===== config.mk =====
export PLATFORM = sky130hd
export DESIGN_NAME = adc_front_sync_flat
export DESIGN_NICKNAME = d
export VERILOG_FILES = /design/src/rtl/adc_front_sync_if.sv /design/src/rtl/adc_front_sync.sv /design/src/flat_wrapper.sv
export SDC_FILE = /design/constraint.sdc
export NUM_CORES = 1
export LEC_CHECK = 0
export BUFFER_PORTS_ARGS = -buffer_cell sky130_fd_sc_hd__buf_2
export CAP_MARGIN = 5
export CORE_ASPECT_RATIO = 2
export CORE_MARGIN = 2
export CORE_UTILIZATION = 45
export CTS_BUF_LIST = sky130_fd_sc_hd__clkbuf_8
export CTS_CLUSTER_SIZE = 12
export DETAILED_ROUTE_END_ITERATION = 6
export HOLD_SLACK_MARGIN = 0.1
export PLACE_DENSITY = 0.68
export SLEW_MARGIN = 10
export SYNTH_ARGS = -nofsm -noshare
export SYNTH_HDL_FRONTEND = slang
export SYNTH_SLANG_ARGS = --single-unit
export TNS_END_PERCENT = 10

===== constraint.sdc =====
create_clock -name clk -period 13.7 [get_ports clk]
set_clock_uncertainty 0.15 [all_clocks]
set_input_delay 3.425 -clock clk [delete_from_list [all_inputs] [get_ports clk]]
set_output_delay 3.425 -clock clk [all_outputs]
set_load 0.03 [all_outputs]

===== src/rtl/adc_front_sync_if.sv =====
// Signal bundle between the ADC/comparator front end and its consumer.
// The master side drives the raw inputs; the slave side is the front end.
interface adc_front_sync_if #(
  parameter int PERIOD_W = 20
);
  logic                en;
  logic [11:0]         adc_data_in;
  logic                comp_in;
  logic                adc_clk;
  logic [11:0]         sync_adc_data;
  logic                sync_signal_in;
  logic                stable;
  logic [PERIOD_W-1:0] period;

  modport master (
    output en, adc_data_in, comp_in,
    input  adc_clk, sync_adc_data, sync_signal_in, stable, period
  );

  modport slave (
    input  en, adc_data_in, comp_in,
    output adc_clk, sync_adc_data, sync_signal_in, stable, period
  );
endinterface


===== src/rtl/adc_front_sync.sv =====
// ADC front end: divided sample clock, ADC word capture, comparator
// synchroniser + glitch filter, and period measurement with lock detection.
module adc_front_sync #(
  parameter int DIV         = 4,
  parameter int SYNC_STAGES = 2,
  parameter int FILT_LEN    = 4,
  parameter int PERIOD_W    = 20,
  parameter int TOL         = 8,
  parameter int STABLE_CNT  = 4,
  parameter int TIMEOUT     = 1000000
) (
  input  logic            clk,
  input  logic            rst_n,
  adc_front_sync_if.slave bus
);
  localparam int CNT_W  = $clog2(DIV);
  localparam int FCNT_W = $clog2(FILT_LEN + 1);
  localparam int MCNT_W = $clog2(STABLE_CNT + 1);
  localparam int PW1    = PERIOD_W + 1;

  localparam logic [CNT_W-1:0]    DIV_LAST   = CNT_W'(DIV - 1);
  localparam logic [CNT_W-1:0]    DIV_HALF   = CNT_W'(DIV / 2);
  localparam logic [FCNT_W-1:0]   FILT_LAST  = FCNT_W'(FILT_LEN - 1);
  localparam logic [MCNT_W-1:0]   MATCH_DONE = MCNT_W'(STABLE_CNT);
  localparam logic [PERIOD_W-1:0] TIMEOUT_V  = PERIOD_W'(TIMEOUT);
  localparam logic [PW1-1:0]      TOL_V      = PW1'(TOL);

  typedef enum logic [1:0] {NO_SIGNAL, MEASURE, ACQUIRE, LOCKED} state_t;

  logic [CNT_W-1:0]       div_cnt_r;
  logic                   adc_clk_r;
  logic [11:0]            adc_in_r;
  logic [11:0]            adc_data_r;
  logic [SYNC_STAGES-1:0] sync_r;
  logic                   filt_r;
  logic [FCNT_W-1:0]      filt_cnt_r;
  logic [PERIOD_W-1:0]    per_cnt_r;
  logic [PERIOD_W-1:0]    ref_r;
  logic [PERIOD_W-1:0]    period_r;
  logic [MCNT_W-1:0]      match_r;
  state_t                 state_r;
  logic                   stable_r;

  logic                   sync_bit_s;
  logic                   filt_diff_s;
  logic                   filt_toggle_s;
  logic                   rise_s;
  logic signed [PW1-1:0]  delta_s;
  logic [PW1-1:0]         abs_s;
  logic                   match_s;
  logic                   timeout_s;
  logic [MCNT_W-1:0]      match_inc_s;

  // Filter decode: a toggle happens on the FILT_LEN-th consecutive differing sample.
  always_comb begin
    sync_bit_s    = sync_r[SYNC_STAGES-1];
    filt_diff_s   = (sync_bit_s != filt_r);
    filt_toggle_s = filt_diff_s && (filt_cnt_r == FILT_LAST);
    rise_s        = filt_toggle_s && !filt_r;
  end

  // Period comparison done one bit wider and signed so the difference never wraps.
  always_comb begin
    delta_s     = $signed({1'b0, per_cnt_r}) - $signed({1'b0, ref_r});
    abs_s       = delta_s[PERIOD_W] ? PW1'(-delta_s) : PW1'(delta_s);
    match_s     = (abs_s <= TOL_V);
    timeout_s   = (per_cnt_r == TIMEOUT_V);
    match_inc_s = match_r + MCNT_W'(1);
  end

  // Sample-clock divider; adc_clk is high for the first half of each count cycle.
  always_ff @(posedge clk or negedge rst_n) begin
    if (!rst_n) begin
      div_cnt_r <= {CNT_W{1'b0}};
      adc_clk_r <= 1'b0;
    end else if (!bus.en) begin
      div_cnt_r <= {CNT_W{1'b0}};
      adc_clk_r <= 1'b0;
    end else begin
      div_cnt_r <= (div_cnt_r == DIV_LAST) ? {CNT_W{1'b0}} : div_cnt_r + CNT_W'(1);
      adc_clk_r <= (div_cnt_r < DIV_HALF);
    end
  end

  // ADC capture: one metastability stage, then transfer on the adc_clk falling cycle.
  always_ff @(posedge clk or negedge rst_n) begin
    if (!rst_n) begin
      adc_in_r   <= 12'h000;
      adc_data_r <= 12'h000;
    end else if (!bus.en) begin
      adc_in_r   <= 12'h000;
      adc_data_r <= 12'h000;
    end else begin
      adc_in_r <= bus.adc_data_in;
      if (div_cnt_r == DIV_HALF) begin
        adc_data_r <= adc_in_r;
      end
    end
  end

  // Comparator synchroniser and glitch filter.
  always_ff @(posedge clk or negedge rst_n) begin
    if (!rst_n) begin
      sync_r     <= {SYNC_STAGES{1'b0}};
      filt_r     <= 1'b0;
      filt_cnt_r <= {FCNT_W{1'b0}};
    end else if (!bus.en) begin
      sync_r     <= {SYNC_STAGES{1'b0}};
      filt_r     <= 1'b0;
      filt_cnt_r <= {FCNT_W{1'b0}};
    end else begin
      sync_r <= {sync_r[SYNC_STAGES-2:0], bus.comp_in};
      if (filt_toggle_s) begin
        filt_r     <= ~filt_r;
        filt_cnt_r <= {FCNT_W{1'b0}};
      end else if (filt_diff_s) begin
        filt_cnt_r <= filt_cnt_r + FCNT_W'(1);
      end else begin
        filt_cnt_r <= {FCNT_W{1'b0}};
      end
    end
  end

  // Period counter: restarts at 1 on each filtered rise so it reads the edge distance; saturates at TIMEOUT.
  always_ff @(posedge clk or negedge rst_n) begin
    if (!rst_n) begin
      per_cnt_r <= {PERIOD_W{1'b0}};
    end else if (!bus.en) begin
      per_cnt_r <= {PERIOD_W{1'b0}};
    end else if (rise_s) begin
      per_cnt_r <= PERIOD_W'(1);
    end else if (per_cnt_r < TIMEOUT_V) begin
      per_cnt_r <= per_cnt_r + PERIOD_W'(1);
    end else begin
      per_cnt_r <= per_cnt_r;
    end
  end

  // Lock FSM with registered period and stable outputs; an edge takes priority over timeout.
  always_ff @(posedge clk or negedge rst_n) begin
    if (!rst_n) begin
      state_r  <= NO_SIGNAL;
      ref_r    <= {PERIOD_W{1'b0}};
      period_r <= {PERIOD_W{1'b0}};
      match_r  <= {MCNT_W{1'b0}};
      stable_r <= 1'b0;
    end else if (!bus.en) begin
      state_r  <= NO_SIGNAL;
      ref_r    <= {PERIOD_W{1'b0}};
      period_r <= {PERIOD_W{1'b0}};
      match_r  <= {MCNT_W{1'b0}};
      stable_r <= 1'b0;
    end else begin
      stable_r <= (state_r == LOCKED);
      case (state_r)
        NO_SIGNAL: begin
          if (rise_s) begin
            state_r <= MEASURE;
          end
        end
        MEASURE: begin
          if (rise_s) begin
            ref_r    <= per_cnt_r;
            period_r <= per_cnt_r;
            match_r  <= {MCNT_W{1'b0}};
            state_r  <= ACQUIRE;
          end else if (timeout_s) begin
            period_r <= {PERIOD_W{1'b0}};
            match_r  <= {MCNT_W{1'b0}};
            state_r  <= NO_SIGNAL;
          end
        end
        ACQUIRE: begin
          if (rise_s) begin
            ref_r    <= per_cnt_r;
            period_r <= per_cnt_r;
            if (match_s) begin
              match_r <= match_inc_s;
              if (match_inc_s == MATCH_DONE) begin
                state_r <= LOCKED;
              end
            end else begin
              match_r <= {MCNT_W{1'b0}};
            end
          end else if (timeout_s) begin
            period_r <= {PERIOD_W{1'b0}};
            match_r  <= {MCNT_W{1'b0}};
            state_r  <= NO_SIGNAL;
          end
        end
        LOCKED: begin
          if (rise_s) begin
            ref_r    <= per_cnt_r;
            period_r <= per_cnt_r;
            if (!match_s) begin
              match_r <= {MCNT_W{1'b0}};
              state_r <= ACQUIRE;
            end
          end else if (timeout_s) begin
            period_r <= {PERIOD_W{1'b0}};
            match_r  <= {MCNT_W{1'b0}};
            state_r  <= NO_SIGNAL;
          end
        end
        default: begin
          state_r <= NO_SIGNAL;
        end
      endcase
    end
  end

  assign bus.adc_clk        = adc_clk_r;
  assign bus.sync_adc_data  = adc_data_r;
  assign bus.sync_signal_in = filt_r;
  assign bus.stable         = stable_r;
  assign bus.period         = period_r;
endmodule


===== src/flat_wrapper.sv =====
// flat-port wrapper written by rule: the top's interface ports become plain ports
module adc_front_sync_flat 
#(
  parameter int DIV         = 4,
  parameter int SYNC_STAGES = 2,
  parameter int FILT_LEN    = 4,
  parameter int PERIOD_W    = 20,
  parameter int TOL         = 8,
  parameter int STABLE_CNT  = 4,
  parameter int TIMEOUT     = 1000000
)
  (clk, rst_n, bus_en, bus_adc_data_in, bus_comp_in, bus_adc_clk, bus_sync_adc_data, bus_sync_signal_in, bus_stable, bus_period);
  adc_front_sync_if #(.PERIOD_W(PERIOD_W)) bus_i ();
  input  logic clk;
  input  logic rst_n;
  input wire logic [$bits(bus_i.en)-1:0] bus_en;
  input wire logic [$bits(bus_i.adc_data_in)-1:0] bus_adc_data_in;
  input wire logic [$bits(bus_i.comp_in)-1:0] bus_comp_in;
  output wire logic [$bits(bus_i.adc_clk)-1:0] bus_adc_clk;
  output wire logic [$bits(bus_i.sync_adc_data)-1:0] bus_sync_adc_data;
  output wire logic [$bits(bus_i.sync_signal_in)-1:0] bus_sync_signal_in;
  output wire logic [$bits(bus_i.stable)-1:0] bus_stable;
  output wire logic [$bits(bus_i.period)-1:0] bus_period;
  assign bus_i.en = bus_en;
  assign bus_i.adc_data_in = bus_adc_data_in;
  assign bus_i.comp_in = bus_comp_in;
  assign bus_adc_clk = bus_i.adc_clk;
  assign bus_sync_adc_data = bus_i.sync_adc_data;
  assign bus_sync_signal_in = bus_i.sync_signal_in;
  assign bus_stable = bus_i.stable;
  assign bus_period = bus_i.period;
  adc_front_sync #(.DIV(DIV), .SYNC_STAGES(SYNC_STAGES), .FILT_LEN(FILT_LEN), .PERIOD_W(PERIOD_W), .TOL(TOL), .STABLE_CNT(STABLE_CNT), .TIMEOUT(TIMEOUT)) u_core (.clk(clk), .rst_n(rst_n), .bus(bus_i));
endmodule

* After elaboration in Yosys (flattened, before gate mapping) *
Index checks and enable logic that the tools add are counted.

cells by class
  div/mod/pow operators = 0
  equal/unequal tests = 20
  bitwise logic cells = 1
  magnitude comparators = 3
  reduce and logical (&&, ||, !) cells = 9
  multiply operators = 0
  muxes and demuxes = 42
  add/sub/neg operators = 6
  shift operators = 0

operators with widths
  cell                   number
  $mux 20                10
  $mux 12                3
  $mux 3                 10
  $mux 2                 12
  $le 21x4->1 const B    1
  $mux 21                1
  $neg 21->21            1
  $sub 20x20->21         1
  $add 20x1->20 const B  1
  $eq 20x20->1 const B   1
  $lt 20x20->1 const B   1
  $ne 4x4->1 const B     3
  $pmux 3 s3             1
  $eq 2x2->1 const B     4
  $pmux 2 s4             1
  $add 3x1->3 const B    2
  $ne 2x1->1 const B     3
  $ne 3x1->1 const B     2
  $reduce_and 2->1       3
  $mux 1                 4
  $ne 4x1->1 const B     1
  $reduce_and 4->1       1
  $eq 3x2->1 const B     1
  $eq 3x3->1 const B     1
  11 further kinds       12

word-level totals
  bits in latches = 0
  ROM bits = 0
  logic and storage cells = 94
  bits in registers = 99
  bits in writable memories = 0
  memories kept = 0
  input bits = 16
  output and inout bits = 35

* Depth between registers and ports, before layout *
  depth after elaboration = 8
  mapped depth = 16

* Least setup slack after synthesis *
No wires, ideal clock.

  kind = input to register
  start point = in bus_en
  end point = reg u_core.period_r[10], in the netlist u_core.bus.period[10]
  arrival = 4.239 ns
  path slack = 9.244 ns
  cell stages on the path = 4
  required time = 13.484 ns
  cell sequence = and2_1 > clkbuf_1 > clkbuf_1 > a22o_1

on the way
  word-level cells in the longest chain between the ends = 2
  elaborated cells on any way between the ends = 4

ends and longest elaborated chain
  item                                                       RTL line               text
  start: declaration                                         flat_wrapper.sv:16     input wire logic [$bits(bus_i.en)-1:0] bus_en;
  $ne 3x1->1 (no line) / $ne 2x2->1 (equally long branches)  -
  $reduce_and 2->1 (no line)                                 -
  end signal: assignment                                     adc_front_sync.sv:144  period_r <= {PERIOD_W{1'b0}};
  end signal: assignment                                     adc_front_sync.sv:150  period_r <= {PERIOD_W{1'b0}};
  end signal: assignment                                     adc_front_sync.sv:164  period_r <= per_cnt_r;
  end: declaration                                           adc_front_sync.sv:39   logic [PERIOD_W-1:0] period_r;

Parallel ways exist; a longest one is shown, timed or not.
A chain may end at the register's enable or synchronous reset.

* Worst setup path after layout *
  start point = reg u_core.per_cnt_r[0]
  end point = reg u_core.match_r[0]

on the way
  word-level cells in the longest chain between the ends = 8
  elaborated cells on any way between the ends = 14

ends and longest elaborated chain
  item                      RTL line               text
  start: declaration        adc_front_sync.sv:37   logic [PERIOD_W-1:0] per_cnt_r;
  start signal: assignment  adc_front_sync.sv:127  per_cnt_r <= {PERIOD_W{1'b0}};
  start signal: assignment  adc_front_sync.sv:129  per_cnt_r <= {PERIOD_W{1'b0}};
  start signal: assignment  adc_front_sync.sv:133  per_cnt_r <= per_cnt_r + PERIOD_W'(1);
  $sub 20x20->21            adc_front_sync.sv:64   delta_s = $signed({1'b0, per_cnt_r}) - $signed({1'b0, ref_r});
  $neg 21->21               adc_front_sync.sv:65   abs_s = delta_s[PERIOD_W] ? PW1'(-delta_s) : PW1'(delta_s);
  $mux 21                   adc_front_sync.sv:65
  $le 21x4->1               adc_front_sync.sv:66   match_s = (abs_s <= TOL_V);
  $mux 3                    adc_front_sync.sv:177  if (match_s) begin
  $mux 3                    adc_front_sync.sv:174  if (rise_s) begin
  $pmux 3 s3                adc_front_sync.sv:155  case (state_r)
  $mux 3                    adc_front_sync.sv:147  end else if (!bus.en) begin
  end signal: assignment    adc_front_sync.sv:145  match_r <= {MCNT_W{1'b0}};
  end signal: assignment    adc_front_sync.sv:151  match_r <= {MCNT_W{1'b0}};
  end signal: assignment    adc_front_sync.sv:178  match_r <= match_inc_s;
  end: declaration          adc_front_sync.sv:40   logic [MCNT_W-1:0] match_r;

Parallel ways exist; a longest one is shown, timed or not.

==> metrics.cfg <==
[synthesis]
synth_xor_area_share_pct=4.17
synth_area_leaders=dfrtp_1, ha_1, nand2_1
synth-main-ff-cell=dfrtp_1
synthCells=656
synthesis.area_um2=5880
synth_edf_count=0
async_reset_ff_share_pct=100
yosys-top-cells-count=dfrtp_1, nand2_1, nor2_1
yosysTopAreaCellShare_pct=42.1
avgSynthCellArea_um2=8.97
synthMostInstantiatedCell=dfrtp_1
synth_top_family_by_area=simple AND/OR/NAND/NOR gates
ys_types=63
seq_area_frac_synth_pct=42.1
synth_compound_area_share_pct=18.5
synth_fp_nets=701
ys_seq_elements=99
ys.warnings.count=0
muxShareOfSynthArea_pct=2.57
synthSimpleGateAreaFrac_pct=22.1
synth_area_leader_cell=dfrtp_1
synth-adder-area-share_pct=6.30

[finish]
multi_input_area_um2=3160
area_growth_pct=10.1
final_cell_area_um2=6480
layout-drive-gt1-share_pct=11.7
seqCellArea_um2=2480
diodes=0
nets=733
nFillCells=1182

[place]
gp_congestion=0.839
io_buffer_count=50
hpwl_um=10600
place_area_um2=6220

[route]
vias=4896
postRouteAntennaNets=0
first_iter_violations=273
wl_per_cell_um=16.5
drc_errors=0
firstDrtPassIters=7
viasPerCell=5.79
wl_um=13900

[pwr]
ir_drop_v=0.0000990
p_per_area_nw_per_um2=95.3
p_leak_nw=3.06

[timing]
maxSlewHeadroom_pct=32.6
min_period_over_period_pct=38.6
rsz0062_at_grt=no
hold-worst-slack_ns=0.299
max_clock_freq_ghz=0.189
period_needed_ns=5.29
setup-violations-final=0
finalSetupTns_ns=0
hold_violations=0
final_max_slew_viol_count=0
tightest_slew_ns=1.01

[hold_path]
hold_path_class=flip-flop to flip-flop
worstHoldStart=u_core.filt_cnt_r[0]
whs_path_depth=1
holdPathEnd=u_core.filt_cnt_r[0]

[worst_setup_path]
rrSetupSlack_ns=8.41
worstPathMaxFanout=6
rr_endpoint=u_core.match_r[0]
cp-start-kind=flip-flop
r2r_start=u_core.per_cnt_r[0]
reg2reg_depth=15
arrival_ns=5.42
cp_data_required_time_ns=13.83
path_class=flip-flop to flip-flop
end_kind=flip-flop

[outcome]
status=completed

[clock_network]
cts_resized=0
insertion_delay_ns=0.36
cts_tree=yes
cts_root_buf=clkbuf_8
cts_buffer_depth=2
post_cts_buffers=0
cts_buffers=9
path_clk_slew_ns=0.09
cts.sinks=99
hold_buffers=0
htree_num_levels=3

[run]
max_cap_violations=0

[floorplan]
rows=59
initial_core_util_pct=45.5
core_area_um2=12900
io_pins=51
dieHeight_um=166
dieArea_um2=14100
fp.dieW_um=84.9

[global_routing]
grt_max_degree=83
grt_pass1_vias=4962
overflow=0
grt_first_pass_wirelength_um=23000
antenna_found_initial=0
gr-usage-all-layers_pct=20.2

[layout by cell type, fill, tap and decap left out, drive strengths merged, types with 3 or more instances in the layout]
master     n
a21o       9
a21oi     34
clkinvlp   3
mux2i     14
and2      19
nand4      8
nor3b      5
xnor2      7
nor4       4
buf       54
or3        6
nor2b     19
a22o      21
inv       32
nand2     82
o31ai      4
nand2b     6
nor3      11
clkbuf    10
nand3     19
ha        28
a31oi      7
a211oi     3
and3      12
nor2      56
o21a       3
o211ai     7
bufinv     3
a2111oi    3
a21boi    23
o21ai     27
xor2      21
dfrtp     99
or2        5
[where the power goes]
part,switching (mW),internal [mW],leakage (nW)
clock network,0.0987,0.126,0.115
registers,0.00364,0.297,1.36
logic,0.0584,0.0334,1.58
[flip-flops by register name, indices dropped and copies added (netlist names)]
name and flops:
u_core.filt_cnt_r 3, u_core.bus.adc_clk 1, u_core.per_cnt_r 20, u_core.match_r 3, u_core.sync_r 2, u_core.bus.stable 1, u_core.adc_in_r 12, u_core.state_r 2
u_core.ref_r 20, u_core.bus.period 20, u_core.bus.sync_adc_data 12, u_core.div_cnt_r 2, u_core.bus.sync_signal_in 1
[metrics by stage]
step           worst slack, ns  cells  util [%]  power [mW]
3_3_place_gp              8.33    829      48.2       0.395
5_1_grt                   8.13    845      50.1       0.642
2_1_floorplan             9.24    656         -       0.370
6_report                  8.41    845      50.1       0.617
3_5_place_dp              8.19    829      48.2       0.398
4_1_cts                   8.32    845      50.1       0.622
[kinds of logic (layout without fill, tap and decap cells)]
group	count (synthesis)	count (layout)
multiplexers	15	15
buffers and inverters	65	102
XOR/XNOR	28	28
adder cells (fa/ha/maj)	29	29
flip-flops	99	99
AO/OA/AOI/OAI	158	158
AND/OR/NAND/NOR	262	262
[critical path: stages (launching register included)]
cell	delay, ns
dfrtp_1	0.47
inv_1	0.12
ha_1	0.21
fa_1	0.39
nand2b_1	0.22
a211oi_1	0.55
or4_1	0.21
nand3_1	0.15
or2_1	0.29
nor4bb_1	0.65
nand4_1	0.25
mux2_2	0.31
a32oi_1	0.13
nor4_2	0.62
nand4_1	0.27
mux2i_1	0.21
[metal layers]
metal,vias up,global-route usage (%),routed length (um)
met2,100,39.6,7860
met1,2387,19.7,5130
met3,47,2.04,282
met5,-,0,0
li1,2362,-,-
met4,0,11.0,653
[area by class of cell]
class,instances,area share [%]
clock inverter,6,1.74
tap,152,2.94
multi-input combinational,492,48.7
sequential,99,38.3
inverter,32,1.85
clock buffer,10,2.13
timing repair buffer,54,4.37
[how the worst max path moves through the flow]
stage	slack (ns)	end	cells past startpoint	startpoint
global route	8.13	u_core.match_r[1]	13	u_core.per_cnt_r[6]
global placement	8.33	u_core.match_r[1]	4	bus_en
floorplan	9.24	u_core.bus.period[10]	4	bus_en
detailed placement	8.19	u_core.match_r[1]	4	bus_en
CTS	8.32	u_core.match_r[1]	14	u_core.per_cnt_r[0]
finish	8.41	u_core.match_r[0]	15	u_core.per_cnt_r[0]
Note: power is estimated with default switching activity, not from simulation.
